**src/rtl/uart_prog_loader_if.sv**
```systemverilog
// Instruction-memory write bus driven by the UART program loader.
// master = loader side, slave = memory side.
interface uart_prog_loader_if #(
    parameter int ADDR_W = 8
);
    logic              imem_we_o;
    logic [ADDR_W-1:0] imem_addr_o;
    logic [31:0]       imem_wdata_o;

    modport master (output imem_we_o, output imem_addr_o, output imem_wdata_o);
    modport slave  (input  imem_we_o, input  imem_addr_o, input  imem_wdata_o);
endinterface

```
**src/rtl/uart_prog_loader.sv**
```systemverilog
// UART 8N1 receiver that assembles little-endian 32-bit words and writes them
// to instruction memory until END_WORD arrives, holding the core in reset meanwhile.
module uart_prog_loader #(
    parameter int          CLKS_PER_BIT = 347,
    parameter int          ADDR_W       = 8,
    parameter logic [31:0] END_WORD     = 32'h00000FFF
) (
    input  logic                wb_clk_i,
    input  logic                wb_rst_i,
    input  logic                rx_i,
    uart_prog_loader_if.master  imem,
    output logic                core_rst_o,
    output logic                prog_done_o,
    output logic                frame_err_o
);
    localparam int CNT_W = $clog2(CLKS_PER_BIT);
    localparam logic [CNT_W-1:0] BIT_LAST  = CNT_W'(CLKS_PER_BIT - 1);
    localparam logic [CNT_W-1:0] HALF_LAST = CNT_W'(CLKS_PER_BIT / 2 - 1);

    typedef enum logic [2:0] {IDLE, START, DATA, STOP, CLEANUP} state_t;

    state_t            state_q, state_d;
    logic              rx_meta_q, rx_q;
    logic [CNT_W-1:0]  cnt_q, cnt_d;
    logic [2:0]        idx_q, idx_d;
    logic [7:0]        shift_q, shift_d;
    logic [1:0]        byte_cnt_q, byte_cnt_d;
    logic [31:0]       word_q, word_d;
    logic              we_q, we_d;
    logic [ADDR_W-1:0] addr_q, addr_d;
    logic [31:0]       wdata_q, wdata_d;
    logic              done_q, done_d;
    logic              core_rst_q, core_rst_d;
    logic              ferr_q, ferr_d;
    logic              byte_valid;
    logic [31:0]       full_word;

    always_ff @(posedge wb_clk_i or posedge wb_rst_i) begin
        if (wb_rst_i) begin
            rx_meta_q  <= 1'b1;
            rx_q       <= 1'b1;
            state_q    <= IDLE;
            cnt_q      <= '0;
            idx_q      <= '0;
            shift_q    <= '0;
            byte_cnt_q <= '0;
            word_q     <= '0;
            we_q       <= 1'b0;
            addr_q     <= '0;
            wdata_q    <= '0;
            done_q     <= 1'b0;
            core_rst_q <= 1'b1;
            ferr_q     <= 1'b0;
        end else begin
            rx_meta_q  <= rx_i;
            rx_q       <= rx_meta_q;
            state_q    <= state_d;
            cnt_q      <= cnt_d;
            idx_q      <= idx_d;
            shift_q    <= shift_d;
            byte_cnt_q <= byte_cnt_d;
            word_q     <= word_d;
            we_q       <= we_d;
            addr_q     <= addr_d;
            wdata_q    <= wdata_d;
            done_q     <= done_d;
            core_rst_q <= core_rst_d;
            ferr_q     <= ferr_d;
        end
    end

    always_comb begin
        state_d    = state_q;
        cnt_d      = cnt_q;
        idx_d      = idx_q;
        shift_d    = shift_q;
        byte_valid = 1'b0;
        ferr_d     = 1'b0;

        case (state_q)
            IDLE: begin
                cnt_d = '0;
                idx_d = '0;
                if (!rx_q) state_d = START;
            end
            START: begin
                if (cnt_q == HALF_LAST) begin
                    cnt_d   = '0;
                    state_d = rx_q ? IDLE : DATA;
                end else begin
                    cnt_d = cnt_q + 1'b1;
                end
            end
            DATA: begin
                if (cnt_q == BIT_LAST) begin
                    cnt_d          = '0;
                    shift_d[idx_q] = rx_q;
                    idx_d          = idx_q + 1'b1;
                    if (idx_q == 3'd7) state_d = STOP;
                end else begin
                    cnt_d = cnt_q + 1'b1;
                end
            end
            STOP: begin
                if (cnt_q == BIT_LAST) begin
                    cnt_d   = '0;
                    state_d = CLEANUP;
                    if (rx_q) byte_valid = 1'b1;
                    else      ferr_d     = ~done_q;
                end else begin
                    cnt_d = cnt_q + 1'b1;
                end
            end
            CLEANUP: state_d = IDLE;
            default: state_d = IDLE;
        endcase
    end

    // byte_valid is combinational on the stop-bit sample so the write lands one cycle later
    always_comb begin
        byte_cnt_d = byte_cnt_q;
        word_d     = word_q;
        we_d       = 1'b0;
        addr_d     = addr_q;
        wdata_d    = wdata_q;
        done_d     = done_q;
        core_rst_d = core_rst_q;
        full_word  = {shift_q, word_q[23:0]};

        if (we_q) addr_d = addr_q + 1'b1;

        if (byte_valid && !done_q) begin
            if (byte_cnt_q == 2'd3) begin
                byte_cnt_d = '0;
                if (full_word != END_WORD) begin
                    we_d    = 1'b1;
                    wdata_d = full_word;
                end else begin
                    done_d     = 1'b1;
                    core_rst_d = 1'b0;
                end
            end else begin
                word_d[8*byte_cnt_q +: 8] = shift_q;
                byte_cnt_d                = byte_cnt_q + 1'b1;
            end
        end
    end

    assign imem.imem_we_o    = we_q;
    assign imem.imem_addr_o  = addr_q;
    assign imem.imem_wdata_o = wdata_q;
    assign core_rst_o        = core_rst_q;
    assign prog_done_o       = done_q;
    assign frame_err_o       = ferr_q;
endmodule
```
**src/flat_wrapper.sv**
```systemverilog
// flat-port wrapper written by rule: the top's interface ports become plain ports
module uart_prog_loader_flat 
#(
    parameter int          CLKS_PER_BIT = 347,
    parameter int          ADDR_W       = 8,
    parameter logic [31:0] END_WORD     = 32'h00000FFF
)
  (wb_clk_i, wb_rst_i, rx_i, core_rst_o, prog_done_o, frame_err_o, imem_imem_we_o, imem_imem_addr_o, imem_imem_wdata_o);
  uart_prog_loader_if #(.ADDR_W(ADDR_W)) imem_i ();
  input  logic wb_clk_i;
  input  logic wb_rst_i;
  input  logic rx_i;
  output logic core_rst_o;
  output logic prog_done_o;
  output logic frame_err_o;
  output wire logic [$bits(imem_i.imem_we_o)-1:0] imem_imem_we_o;
  output wire logic [$bits(imem_i.imem_addr_o)-1:0] imem_imem_addr_o;
  output wire logic [$bits(imem_i.imem_wdata_o)-1:0] imem_imem_wdata_o;
  assign imem_imem_we_o = imem_i.imem_we_o;
  assign imem_imem_addr_o = imem_i.imem_addr_o;
  assign imem_imem_wdata_o = imem_i.imem_wdata_o;
  uart_prog_loader #(.CLKS_PER_BIT(CLKS_PER_BIT), .ADDR_W(ADDR_W), .END_WORD(END_WORD)) u_core (.wb_clk_i(wb_clk_i), .wb_rst_i(wb_rst_i), .rx_i(rx_i), .imem(imem_i), .core_rst_o(core_rst_o), .prog_done_o(prog_done_o), .frame_err_o(frame_err_o));
endmodule
```
**config.mk**
```make
export PLATFORM = sky130hd
export DESIGN_NAME = uart_prog_loader_flat
export DESIGN_NICKNAME = d
export VERILOG_FILES = /design/src/rtl/uart_prog_loader_if.sv /design/src/rtl/uart_prog_loader.sv /design/src/flat_wrapper.sv
export SDC_FILE = /design/constraint.sdc
export NUM_CORES = 1
export LEC_CHECK = 0
export ABC_AREA = 1
export CAP_MARGIN = 10
export CORE_ASPECT_RATIO = 1.4
export CORE_MARGIN = 1.5
export CORE_UTILIZATION = 30
export CTS_CLUSTER_DIAMETER = 200
export DETAILED_ROUTE_END_ITERATION = 16
export PLACE_DENSITY_LB_ADDON = 0.08
export SLEW_MARGIN = 5
export SYNTH_ARGS = -nofsm -noshare
export SYNTH_HDL_FRONTEND = slang
export SYNTH_SLANG_ARGS = --single-unit
```
**constraint.sdc**
```tcl
create_clock -name wb_clk_i -period 4.1 [get_ports wb_clk_i]
set_input_delay 0.82 -clock wb_clk_i [delete_from_list [all_inputs] [get_ports wb_clk_i]]
set_output_delay 0.82 -clock wb_clk_i [all_outputs]
set_load 0.02 [all_outputs]
```
==> results.cfg <==
[cts]
cts_resized = 0
cts_buffer_depth = 2
clockRootBuffer = clkbuf_16
path_clk_slew_ns = 0.07
cts_hold_buffers = 0
clock_sinks = 95
cts_tree = built
numCtsBuffers = 9
postCtsSetupRepairBufs = 0
insertion_delay_ns = 0.35
htreeDepth = 3

[cells_and_area]
multi_input_area_um2 = 1990
finalNetCount = 632
regArea_um2 = 2380
drive_above_1_share = 0.0997
diodes = 0
fillers = 1666
area_growth_pct = 19.7

[yosys]
ys_ff_latch = 95
yosysSeqAreaShare = 0.500
netlist_instances = 576
synth.distinct_cells = 35
syn-cell-area_um2 = 4760
syn_avg_cell_area_um2 = 8.27
syn_nets = 590
yosysWarnings = 0

[hold_path]
holdPathStages = 0
holdCritPathClass = register to register
worstHoldStart = u_core.rx_meta_q
holdPathEnd = u_core.rx_q

[power_and_ir_drop]
ir_worst_vdd_mv = 0.161
leakage_nw = 2.81
power_w = 0.00189
powerDensity_nw_per_um2 = 332

[drt]
first_pass_iters = 4
routed_wl_mm = 10.9
drc = 0
postRouteAntennaNets = 0
num_vias = 3717
routedWlPerCell_um = 13.4
drt_iter0_drc = 137
avgViaCountPerCell = 4.54

[sta]
finalClockSkew_ns = 0.0110
finalHoldViolations = 0
relSlewSlack = 0.463
rsz0062_at_grt = false
fmax_ghz = 0.437
tightest_slew_ns = 0.806
setup_viol = 0
finalWorstPathRequiredPeriod_ns = 2.29
slew_viol_final = 0
finalCritPeriodShare = 0.558
setup_tns_ns = 0

[global_route]
first_global_vias = 3764
antenna_found_initial = 0
grt_start_max_net_pins = 64
grt_overflow = 0
grt_pass1_wl_mm = 19.1
grtUsageTotal = 0.146

[worst_setup_path]
worstPathRequired_ns = 3.28
r2r_cells = 11
critPathArrivalTime_ns = 1.47
end_kind = output pin
critPathTopFamily = buffers and inverters
r2r_start = u_core.cnt_q[0]
cp_num_buf_inv = 1
r2r_end = u_core.imem.imem_wdata_o[26]
crit_chain = clkdlybuf4s50_1
critical-path-slowest-cell = clkdlybuf4s50_1
ff2ff_setup_slack_ns = 1.88
cp-startpoint = u_core.core_rst_o
cp_max_fo = 2
crit_path_start_kind = register
cpPeakStageDelay_ns = 0.60
worstSetupPathType = register to output pin

[placed_design]
gp_congestion = 0.784
place_hpwl_mm = 8.03
io_buffers = 46

[floorplan]
num_rows = 54
die_x_um = 109
dieArea_um2 = 16600
start_util = 0.306
dieHeight_um = 152
core_area_um2 = 15500
ios = 47

[job]
maxCapViolCount = 0

[status]
status = complete, no violations
[synthesized netlist by cell type]
library cell | number | area, um^2
nand4_2 | 1 | 12.5
nand3_4 | 3 | 52.6
buf_4 | 4 | 30.0
nand3_1 | 54 | 270
nand3_2 | 1 | 10.0
dfstp_2 | 3 | 78.8
o21a_1 | 1 | 7.51
inv_2 | 3 | 11.3
and2_1 | 1 | 6.26
dfrtp_1 | 92 | 2300
nor2_8 | 2 | 40.0
nor2_2 | 4 | 25.0
nand2_2 | 6 | 37.5
nand3b_1 | 2 | 15.0
a21oi_1 | 4 | 20.0
nor2_1 | 47 | 176
nor2_4 | 1 | 11.3
ha_1 | 11 | 138
nor4_1 | 1 | 6.26
clkbuf_1 | 6 | 22.5
clkinv_2 | 1 | 5.00
a31oi_1 | 1 | 6.26
nor3_1 | 7 | 35.0
nand2_4 | 1 | 11.3
nand2_1 | 188 | 706
mux2_2 | 1 | 11.3
nand4_1 | 15 | 93.8
o21ai_0 | 15 | 75.1
xor2_1 | 6 | 52.6
o21ai_2 | 16 | 140
inv_1 | 66 | 248
buf_6 | 5 | 56.3
buf_2 | 3 | 15.0
o31ai_1 | 1 | 7.51
xnor2_1 | 3 | 26.3
[stage by stage]
step,hold WS (ns),util,area (um^2),instances,setup slack [ns]
after floorplan,0.345,-,4760,576,0.808
after global placement,0.345,0.345,5370,803,1.88
after detailed placement,0.347,0.345,5370,803,1.84
after CTS,0.358,0.367,5700,818,1.79
after global routing,0.363,0.367,5700,818,1.55
final,0.357,0.367,5700,818,1.81
[flip-flops by register name (all words and copies together), names as in the netlist]
register	flops
u_core.imem.imem_wdata_o	32
u_core.word_q	24
u_core.cnt_q	9
u_core.imem.imem_addr_o	8
u_core.shift_q	8
u_core.idx_q	3
u_core.state_q	3
u_core.byte_cnt_q	2
u_core.core_rst_o	1
u_core.frame_err_o	1
u_core.imem.imem_we_o	1
u_core.prog_done_o	1
u_core.rx_meta_q	1
u_core.rx_q	1
[final cells by class]
type | count | share of cell area
Sequential cell | 95 | 0.418
Multi-Input combinational cell | 393 | 0.350
Timing Repair Buffer | 49 | 0.0847
Inverter | 70 | 0.0468
Clock buffer | 11 | 0.0443
Tap cell | 196 | 0.0430
Clock inverter | 4 | 0.0136
[power breakdown]
group	internal (W)	leakage, nW	switching [W]	total (W)
logic	0.00000344	1.34	0.0000211	0.0000245
clock network	0.000568	0.162	0.000362	0.000930
registers	0.000939	1.30	0.000000649	0.000939
[how the worst max path moves through the flow]
stage	endpoint	slack (ns)	depth (start not counted)
after floorplan	u_core.byte_cnt_q[0]	0.81	1
after global placement	u_core.imem.imem_wdata_o[15]	1.88	11
after detailed placement	u_core.imem.imem_wdata_o[22]	1.84	11
after CTS	core_rst_o	1.79	1
after global routing	u_core.imem.imem_wdata_o[20]	1.55	11
final	core_rst_o	1.81	1
[routing by layer]
| layer | routed length [um] | GRT usage | vias up |
|---|---|---|---|
| met1 | 4770 | 0.179 | 1744 |
| met4 | 201 | 0.0519 | 0 |
| met5 | 0 | 0 | - |
| met2 | 5660 | 0.253 | 56 |
| li1 | - | - | 1903 |
| met3 | 295 | 0.0219 | 14 |
[placed cells by master (no fill, tap or decap)]
| master | count |
|---|---|
| nand2_1 | 188 |
| dfrtp_1 | 92 |
| inv_1 | 65 |
| nand3_1 | 54 |
| nor2_1 | 47 |
| clkdlybuf4s50_1 | 46 |
| o21ai_2 | 16 |
| nand4_1 | 15 |
| o21ai_0 | 15 |
| ha_1 | 11 |
| clkbuf_16 | 9 |
| nor3_1 | 7 |
| xor2_1 | 6 |
| nand2_2 | 6 |
| nor2_2 | 4 |
| a21oi_1 | 4 |
| xnor2_1 | 3 |
| inv_2 | 3 |
| nand3_4 | 3 |
| buf_4 | 3 |
| dfstp_2 | 3 |
| nor2_8 | 2 |
| nand3b_1 | 2 |
| clkbuf_8 | 2 |
| bufinv_16 | 2 |
| nor2_4 | 1 |
| clkinv_2 | 1 |
| and2_1 | 1 |
| nand2_4 | 1 |
| o21a_1 | 1 |
| nor4_1 | 1 |
| inv_4 | 1 |
| nand4_2 | 1 |
| o31ai_1 | 1 |
| a31oi_1 | 1 |
| nand3_2 | 1 |
| mux2_2 | 1 |
| inv_6 | 1 |
| clkinv_4 | 1 |
[kinds of logic (layout without fill, tap and decap cells)]
kind of cell | count (synthesis) | count (layout) | share of synthesized area
AND/OR/NAND/NOR | 334 | 334 | 0.317
AO/OA/AOI/OAI | 38 | 38 | 0.0539
flip-flops | 95 | 95 | 0.500
multiplexers | 1 | 1 | 0.00236
XOR/XNOR | 9 | 9 | 0.0166
buffers and inverters | 88 | 134 | 0.0814
adder cells (fa/ha/maj) | 11 | 11 | 0.0289
[worst reg2reg max path: stages (launching register included)]
cell and delay [ns]:
dfrtp_1 0.39, inv_1 0.12, ha_1 0.19, nand2_2 0.08, inv_2 0.05, nand2_1 0.08
nor2_4 0.19, nand3_4 0.12, nor2_8 0.38, nand2_4 0.31, nand2_1 0.15, nand2_1 0.06
No activity file was read; power rests on OpenSTA's default activity.
